<file path="config.mk">
export PLATFORM = sky130hd
export DESIGN_NAME = mem_port_arbiter_flat
export DESIGN_NICKNAME = d
export VERILOG_FILES = /design/src/rtl/mem_port_arbiter_if.sv /design/src/rtl/mem_port_arbiter.sv /design/src/flat_wrapper.sv
export SDC_FILE = /design/constraint.sdc
export NUM_CORES = 1
export LEC_CHECK = 0
export ABC_CLOCK_PERIOD_IN_PS = 1400
export BUFFER_PORTS_ARGS = -buffer_cell sky130_fd_sc_hd__buf_2
export CAP_MARGIN = 10
export CORE_AREA = 2 2 117 119
export DETAILED_ROUTE_END_ITERATION = 10
export DIE_AREA = 0 0 119 121
export RECOVER_POWER = 100
export SLEW_MARGIN = 20
export SYNTH_ARGS = -nofsm -noshare
export SYNTH_HDL_FRONTEND = slang
export SYNTH_SLANG_ARGS = --single-unit
</file>
<file path="constraint.sdc">
create_clock -name clk -period 1.4 [get_ports clk]
set_input_delay 0.14 -clock clk [delete_from_list [all_inputs] [get_ports clk]]
set_output_delay 0.14 -clock clk [all_outputs]
set_load 0.01 [all_outputs]
</file>
<file path="src/rtl/mem_port_arbiter_if.sv">
// Bus bundle between the two memory masters, the arbiter and the memory macro.
//   master : requester/memory side (drives req/we/lock/addr/wdata and mem_rdata)
//   slave  : arbiter side (drives gnt/rvalid/rdata and the mem_* strobes/address/data)
interface mem_port_arbiter_if #(
  parameter int unsigned ADDR_W = 32,
  parameter int unsigned DATA_W = 32
);
  logic              m0_req;
  logic              m0_we;
  logic              m0_lock;
  logic [ADDR_W-1:0] m0_addr;
  logic [DATA_W-1:0] m0_wdata;
  logic              m0_gnt;
  logic              m0_rvalid;
  logic [DATA_W-1:0] m0_rdata;

  logic              m1_req;
  logic              m1_we;
  logic              m1_lock;
  logic [ADDR_W-1:0] m1_addr;
  logic [DATA_W-1:0] m1_wdata;
  logic              m1_gnt;
  logic              m1_rvalid;
  logic [DATA_W-1:0] m1_rdata;

  logic [ADDR_W-1:0] mem_addr;
  logic              mem_r_enable;
  logic              mem_w_enable;
  logic [DATA_W-1:0] mem_wdata;
  logic [DATA_W-1:0] mem_rdata;

  modport master (
    output m0_req, m0_we, m0_lock, m0_addr, m0_wdata,
    input  m0_gnt, m0_rvalid, m0_rdata,
    output m1_req, m1_we, m1_lock, m1_addr, m1_wdata,
    input  m1_gnt, m1_rvalid, m1_rdata,
    input  mem_addr, mem_r_enable, mem_w_enable, mem_wdata,
    output mem_rdata
  );

  modport slave (
    input  m0_req, m0_we, m0_lock, m0_addr, m0_wdata,
    output m0_gnt, m0_rvalid, m0_rdata,
    input  m1_req, m1_we, m1_lock, m1_addr, m1_wdata,
    output m1_gnt, m1_rvalid, m1_rdata,
    output mem_addr, mem_r_enable, mem_w_enable, mem_wdata,
    input  mem_rdata
  );
endinterface

</file>
<file path="src/rtl/mem_port_arbiter.sv">
// Two-requester arbiter for the single-port system memory.
//   m0 = RV32 core, m1 = loader/debug DMA. One access granted per cycle,
//   zero-cycle grant, read data returned one cycle after the grant to the
//   issuing port, locked sequences for atomic read-modify-write.
// Ports:
//   clk      clock
//   reset_n  synchronous active-low reset (also masks gnt/rvalid while low)
//   bus      mem_port_arbiter_if.slave: m0_*/m1_* requester ports, mem_* macro port
// Build option:
//   MEM_ARB_RR_EN defined   -> round-robin on conflict (winner != last_gnt)
//   MEM_ARB_RR_EN undefined -> fixed priority, m0 wins on conflict
module mem_port_arbiter #(
  parameter int unsigned ADDR_W = 32,
  parameter int unsigned DATA_W = 32
) (
  input logic               clk,
  input logic               reset_n,
  mem_port_arbiter_if.slave bus
);

  typedef enum logic {
    UNLOCKED = 1'b0,
    LOCKED   = 1'b1
  } lock_st_e;

  lock_st_e          lock_st, lock_st_nx;
  logic              lock_owner, lock_owner_nx;
  logic              last_gnt, last_gnt_nx;
  logic              rd_pend, rd_pend_nx;
  logic              rd_owner, rd_owner_nx;

  logic              elig0, elig1, win1, gnt_any;
  logic              win_we, win_lock;
  logic              rv0, rv1;
  logic [ADDR_W-1:0] win_addr;
  logic [DATA_W-1:0] win_wdata;

  // State register
  always_ff @(posedge clk) begin
    if (!reset_n) begin
      lock_st    <= UNLOCKED;
      lock_owner <= 1'b0;
      last_gnt   <= 1'b1;
      rd_pend    <= 1'b0;
      rd_owner   <= 1'b0;
    end else begin
      lock_st    <= lock_st_nx;
      lock_owner <= lock_owner_nx;
      last_gnt   <= last_gnt_nx;
      rd_pend    <= rd_pend_nx;
      rd_owner   <= rd_owner_nx;
    end
  end

  // Arbitration, memory steering, lock tracking and read return
  always_comb begin
    lock_st_nx       = lock_st;
    lock_owner_nx    = lock_owner;
    last_gnt_nx      = last_gnt;
    rd_pend_nx       = 1'b0;
    rd_owner_nx      = rd_owner;
    bus.m0_gnt       = 1'b0;
    bus.m1_gnt       = 1'b0;
    bus.mem_addr     = '0;
    bus.mem_wdata    = '0;
    bus.mem_r_enable = 1'b0;
    bus.mem_w_enable = 1'b0;

    // While locked only the owner is eligible; the other port simply stalls.
    elig0 = bus.m0_req && (lock_st == UNLOCKED || !lock_owner);
    elig1 = bus.m1_req && (lock_st == UNLOCKED ||  lock_owner);

    if (elig0 && elig1) begin
`ifdef MEM_ARB_RR_EN
      win1 = !last_gnt;
`else
      win1 = 1'b0;
`endif
    end else begin
      win1 = elig1;
    end

    gnt_any   = reset_n && (elig0 || elig1);
    win_we    = win1 ? bus.m1_we    : bus.m0_we;
    win_lock  = win1 ? bus.m1_lock  : bus.m0_lock;
    win_addr  = win1 ? bus.m1_addr  : bus.m0_addr;
    win_wdata = win1 ? bus.m1_wdata : bus.m0_wdata;

    if (gnt_any) begin
      bus.m0_gnt       = !win1;
      bus.m1_gnt       = win1;
      bus.mem_addr     = win_addr;
      bus.mem_wdata    = win_wdata;
      bus.mem_r_enable = !win_we;
      bus.mem_w_enable = win_we;
      last_gnt_nx      = win1;
      rd_pend_nx       = !win_we;
      rd_owner_nx      = win1;
      // A grant can only go to the owner while locked, so lock=0 here releases.
      if (win_lock) begin
        lock_st_nx    = LOCKED;
        lock_owner_nx = win1;
      end else begin
        lock_st_nx    = UNLOCKED;
      end
    end

    // Pending read data is dropped while reset is asserted.
    rv0 = reset_n && rd_pend && !rd_owner;
    rv1 = reset_n && rd_pend &&  rd_owner;
    bus.m0_rvalid = rv0;
    bus.m1_rvalid = rv1;
    bus.m0_rdata  = rv0 ? bus.mem_rdata : '0;
    bus.m1_rdata  = rv1 ? bus.mem_rdata : '0;
  end

endmodule

</file>
<file path="src/flat_wrapper.sv">
// flat-port wrapper written by rule: the top's interface ports become plain ports
module mem_port_arbiter_flat 
#(
  parameter int unsigned ADDR_W = 32,
  parameter int unsigned DATA_W = 32
)
  (clk, reset_n, bus_m0_req, bus_m0_we, bus_m0_lock, bus_m0_addr, bus_m0_wdata, bus_m0_gnt, bus_m0_rvalid, bus_m0_rdata, bus_m1_req, bus_m1_we, bus_m1_lock, bus_m1_addr, bus_m1_wdata, bus_m1_gnt, bus_m1_rvalid, bus_m1_rdata, bus_mem_addr, bus_mem_r_enable, bus_mem_w_enable, bus_mem_wdata, bus_mem_rdata);
  mem_port_arbiter_if #(.ADDR_W(ADDR_W), .DATA_W(DATA_W)) bus_i ();
  input logic clk;
  input logic reset_n;
  input wire logic [$bits(bus_i.m0_req)-1:0] bus_m0_req;
  input wire logic [$bits(bus_i.m0_we)-1:0] bus_m0_we;
  input wire logic [$bits(bus_i.m0_lock)-1:0] bus_m0_lock;
  input wire logic [$bits(bus_i.m0_addr)-1:0] bus_m0_addr;
  input wire logic [$bits(bus_i.m0_wdata)-1:0] bus_m0_wdata;
  output wire logic [$bits(bus_i.m0_gnt)-1:0] bus_m0_gnt;
  output wire logic [$bits(bus_i.m0_rvalid)-1:0] bus_m0_rvalid;
  output wire logic [$bits(bus_i.m0_rdata)-1:0] bus_m0_rdata;
  input wire logic [$bits(bus_i.m1_req)-1:0] bus_m1_req;
  input wire logic [$bits(bus_i.m1_we)-1:0] bus_m1_we;
  input wire logic [$bits(bus_i.m1_lock)-1:0] bus_m1_lock;
  input wire logic [$bits(bus_i.m1_addr)-1:0] bus_m1_addr;
  input wire logic [$bits(bus_i.m1_wdata)-1:0] bus_m1_wdata;
  output wire logic [$bits(bus_i.m1_gnt)-1:0] bus_m1_gnt;
  output wire logic [$bits(bus_i.m1_rvalid)-1:0] bus_m1_rvalid;
  output wire logic [$bits(bus_i.m1_rdata)-1:0] bus_m1_rdata;
  output wire logic [$bits(bus_i.mem_addr)-1:0] bus_mem_addr;
  output wire logic [$bits(bus_i.mem_r_enable)-1:0] bus_mem_r_enable;
  output wire logic [$bits(bus_i.mem_w_enable)-1:0] bus_mem_w_enable;
  output wire logic [$bits(bus_i.mem_wdata)-1:0] bus_mem_wdata;
  input wire logic [$bits(bus_i.mem_rdata)-1:0] bus_mem_rdata;
  assign bus_i.m0_req = bus_m0_req;
  assign bus_i.m0_we = bus_m0_we;
  assign bus_i.m0_lock = bus_m0_lock;
  assign bus_i.m0_addr = bus_m0_addr;
  assign bus_i.m0_wdata = bus_m0_wdata;
  assign bus_m0_gnt = bus_i.m0_gnt;
  assign bus_m0_rvalid = bus_i.m0_rvalid;
  assign bus_m0_rdata = bus_i.m0_rdata;
  assign bus_i.m1_req = bus_m1_req;
  assign bus_i.m1_we = bus_m1_we;
  assign bus_i.m1_lock = bus_m1_lock;
  assign bus_i.m1_addr = bus_m1_addr;
  assign bus_i.m1_wdata = bus_m1_wdata;
  assign bus_m1_gnt = bus_i.m1_gnt;
  assign bus_m1_rvalid = bus_i.m1_rvalid;
  assign bus_m1_rdata = bus_i.m1_rdata;
  assign bus_mem_addr = bus_i.mem_addr;
  assign bus_mem_r_enable = bus_i.mem_r_enable;
  assign bus_mem_w_enable = bus_i.mem_w_enable;
  assign bus_mem_wdata = bus_i.mem_wdata;
  assign bus_i.mem_rdata = bus_mem_rdata;
  mem_port_arbiter #(.ADDR_W(ADDR_W), .DATA_W(DATA_W)) u_core (.clk(clk), .reset_n(reset_n), .bus(bus_i));
endmodule
</file>
==> summary.md <==
| Metric | Value |
|---|---|
| Final Max Tran Viols | 0 |
| Fin. Hold Viols | 0 |
| Worst-margin pin slew | 293 ps |
| Max Cap Viol | 0 |
| Die W | 119 microns |
| Min Hold Slack | 137 ps |
| Worst vdd ir | 0.275 mV |
| Diodes inserted | 0 |
| Hold Crit Class | primary input to register |
| Dpl hpwl | 7950 microns |
| Largest net degree at the start of global routing | 36 |
| GRT overflow | 0 |
| First-pass GRT wire length | 13800 microns |
| Critical Path RT | 1260 ps |
| Failing checks | setup timing |
| Post-synthesis sequential area ratio | 5.66% |
| Core ar. | 13100 sq um |
| Die Ht | 121 microns |
| Layout Nets | 665 |
| Post-Synthesis Cell Area | 1420 sq um |
| DIE AREA | 14400 sq um |
| Area Growth Syn to Fin | 155% |
| Power per Cell Area | 412 nW/um^2 |
| Initial antenna violation count | 0 |
| Clock sinks | 4 |
| Post-route cell area | 3610 sq um |
| Number of global-route vias before repair | 2565 |
| Cts bufs inserted | 3 |
| Worst setup EP type | output pin |
| Antenna Nets Post-Route | 0 |
| Minimum setup slack among reg-to-reg paths | 0 ps |
| Synth Instances | 182 |
| Gp weighted congestion | 0.828 |
| Clock-pin slew on the worst setup and hold paths | 30 ps |
| Avg Cell Area, Syn | 7.78 sq um |
| H-tree depth | 1 |
| Fmax | 584 MHz |
| Min Clock Period, post-route | 1710 ps |
| Post-Route WL | 10700 microns |
| Starting DRT DRC Count | 157 |
| Normalized max-slew margin | 80.2% |
| Hold_buf cts | 0 |
| Yosys warnings | 0 |
| Routed via count | 2752 |
| DP Area | 3130 sq um |
| RSZ-0062 raised after global routing | true |
| Startpoint types | register |
| WS Path Type | register to output pin |
| Worst Path Max Fanout | 10 |
| Seq cells post-synth | 4 |
| Worst EP arrival | 1570 ps |
| Run status | finished, violations left |
| Most frequent cells in the layout | buf_2, a22o_1, and2_1 |
| Share of cells above drive strength 1 | 70.9% |
| CTS tree | done |
| Initial cell density of the core | 10.8% |
| Tot GR Track Use | 12.1% |
| Final setup vio count | 67 |
| Yosys cell types | 28 |
| Avg WL per Cell | 15.9 microns |
| Worst Slack Setup Final | -312 ps |
| Leading cell type in the layout, fill and taps excluded | buf_2 |
| DRC viols | 0 |
| Period utilization | 122% |
| Site row count | 42 |
| IO buf count | 301 |
| DR vias/cell | 4.10 |
| Worst-skew pair later-pin latency | 220 ps |
| Root buf cell | clkbuf_16 |
| Syn Nets | 350 |
| Leak | 2.16 nW |
| First-pass DRT Iterations | 4 |
| Clock buffer depth | 2 |
| Clk_skew | 0.699 ps |
| IO Pins | 302 |
## critical path: stages (launching register included)
cell and delay (ps):
dfxtp_4 360, nor2b_2 50, and4b_4 330, buf_12 150, buf_8 140, a22o_1 170
buf_2 140
## where the power goes
| part | switching, mW | internal, mW |
|---|---|---|
| Clock | 0.0736 | 0.364 |
| Sequential | 0.00615 | 0.122 |
| Combinational | 0.417 | 0.504 |
| Total | 0.497 | 0.990 |
## synthesized netlist by cell type (all sizes together)
| cell | instances | share of area [%] |
|---|---|---|
| and2 | 64 | 28 |
| dfxtp | 4 | 5.7 |
| nand4b | 1 | 0.62 |
| a21boi | 1 | 0.53 |
| buf | 14 | 12 |
| a211oi | 1 | 0.53 |
| and4b | 2 | 1.7 |
| o21a | 2 | 1.1 |
| nor2 | 3 | 0.80 |
| nand2 | 4 | 1.1 |
| a21oi | 1 | 0.35 |
| inv | 2 | 0.53 |
| nand4 | 1 | 0.44 |
| and3 | 2 | 0.88 |
| o311ai | 1 | 0.62 |
| clkbuf | 7 | 1.9 |
| o21ai | 1 | 0.35 |
| nand3 | 2 | 0.71 |
| nand2b | 1 | 0.44 |
| nor2b | 1 | 0.44 |
| a31oi | 2 | 0.88 |
| a21bo | 1 | 0.71 |
| a22o | 64 | 40 |
## per-layer routing
layer / wire length, microns / GRT usage, % / vias to the layer above
met5: 0 / 0 / -
met4: 89 / 1.34 / 0
met3: 1010 / 3.10 / 6
met2: 5500 / 22.8 / 192
met1: 4090 / 14.1 / 1241
li1: - / - / 1313
## area by class of cell
cell class	count	area (sq um)
multi-input combinational	155	1180
fill	1429	9480
timing repair buffer	331	2040
inverter	2	7.51
sequential	4	86.3
tap	176	220
clock buffer	3	75.1
## flip-flops by register name, summed over array words and instances (netlist names)
register	cells
u_core.lock_owner	1
u_core.lock_st	1
u_core.rd_owner	1
u_core.rd_pend	1
## logic make-up after synthesis
kind of cell / synth area share (%)
AOI/OAI and AO/OA: 44.7
buffers and inverters: 14.3
DFF: 5.66
and+or+nand+nor: 35.4
## what timing repair did
action / CTS / global route
endpoints found under the setup margin: 69 / 116
setup buffers: 3 / 3
resized for setup: 13 / 29
gates cloned: 2 / 7
pin swaps: 3 / 4
## stage by stage
| step | instances | worst slack [ps] | setup TNS (ps) | total power, mW | util [%] |
|---|---|---|---|---|---|
| after global placement | 654 | -178 | -3570 | 0.945 | 23.9 |
| final | 671 | -312 | -17950 | 1.49 | 27.6 |
| after CTS | 662 | -315 | -17580 | 1.43 | 25.5 |
| after detailed placement | 654 | -169 | -4820 | 0.935 | 23.9 |
| after global routing | 671 | -346 | -21110 | 1.57 | 27.6 |
| after floorplan | 182 | 53.4 | 0 | 0.484 | - |
## worst paths after layout
check | cells past startpoint | from | to
max reg2reg | 6 | u_core.lock_st | u_core.rd_pend
min reg2reg | 2 | u_core.rd_owner | u_core.rd_owner
min | 2 | bus_m0_lock | u_core.lock_owner
max | 6 | u_core.lock_st | bus_mem_wdata[12]
Note: power is estimated with default switching activity, not from simulation.
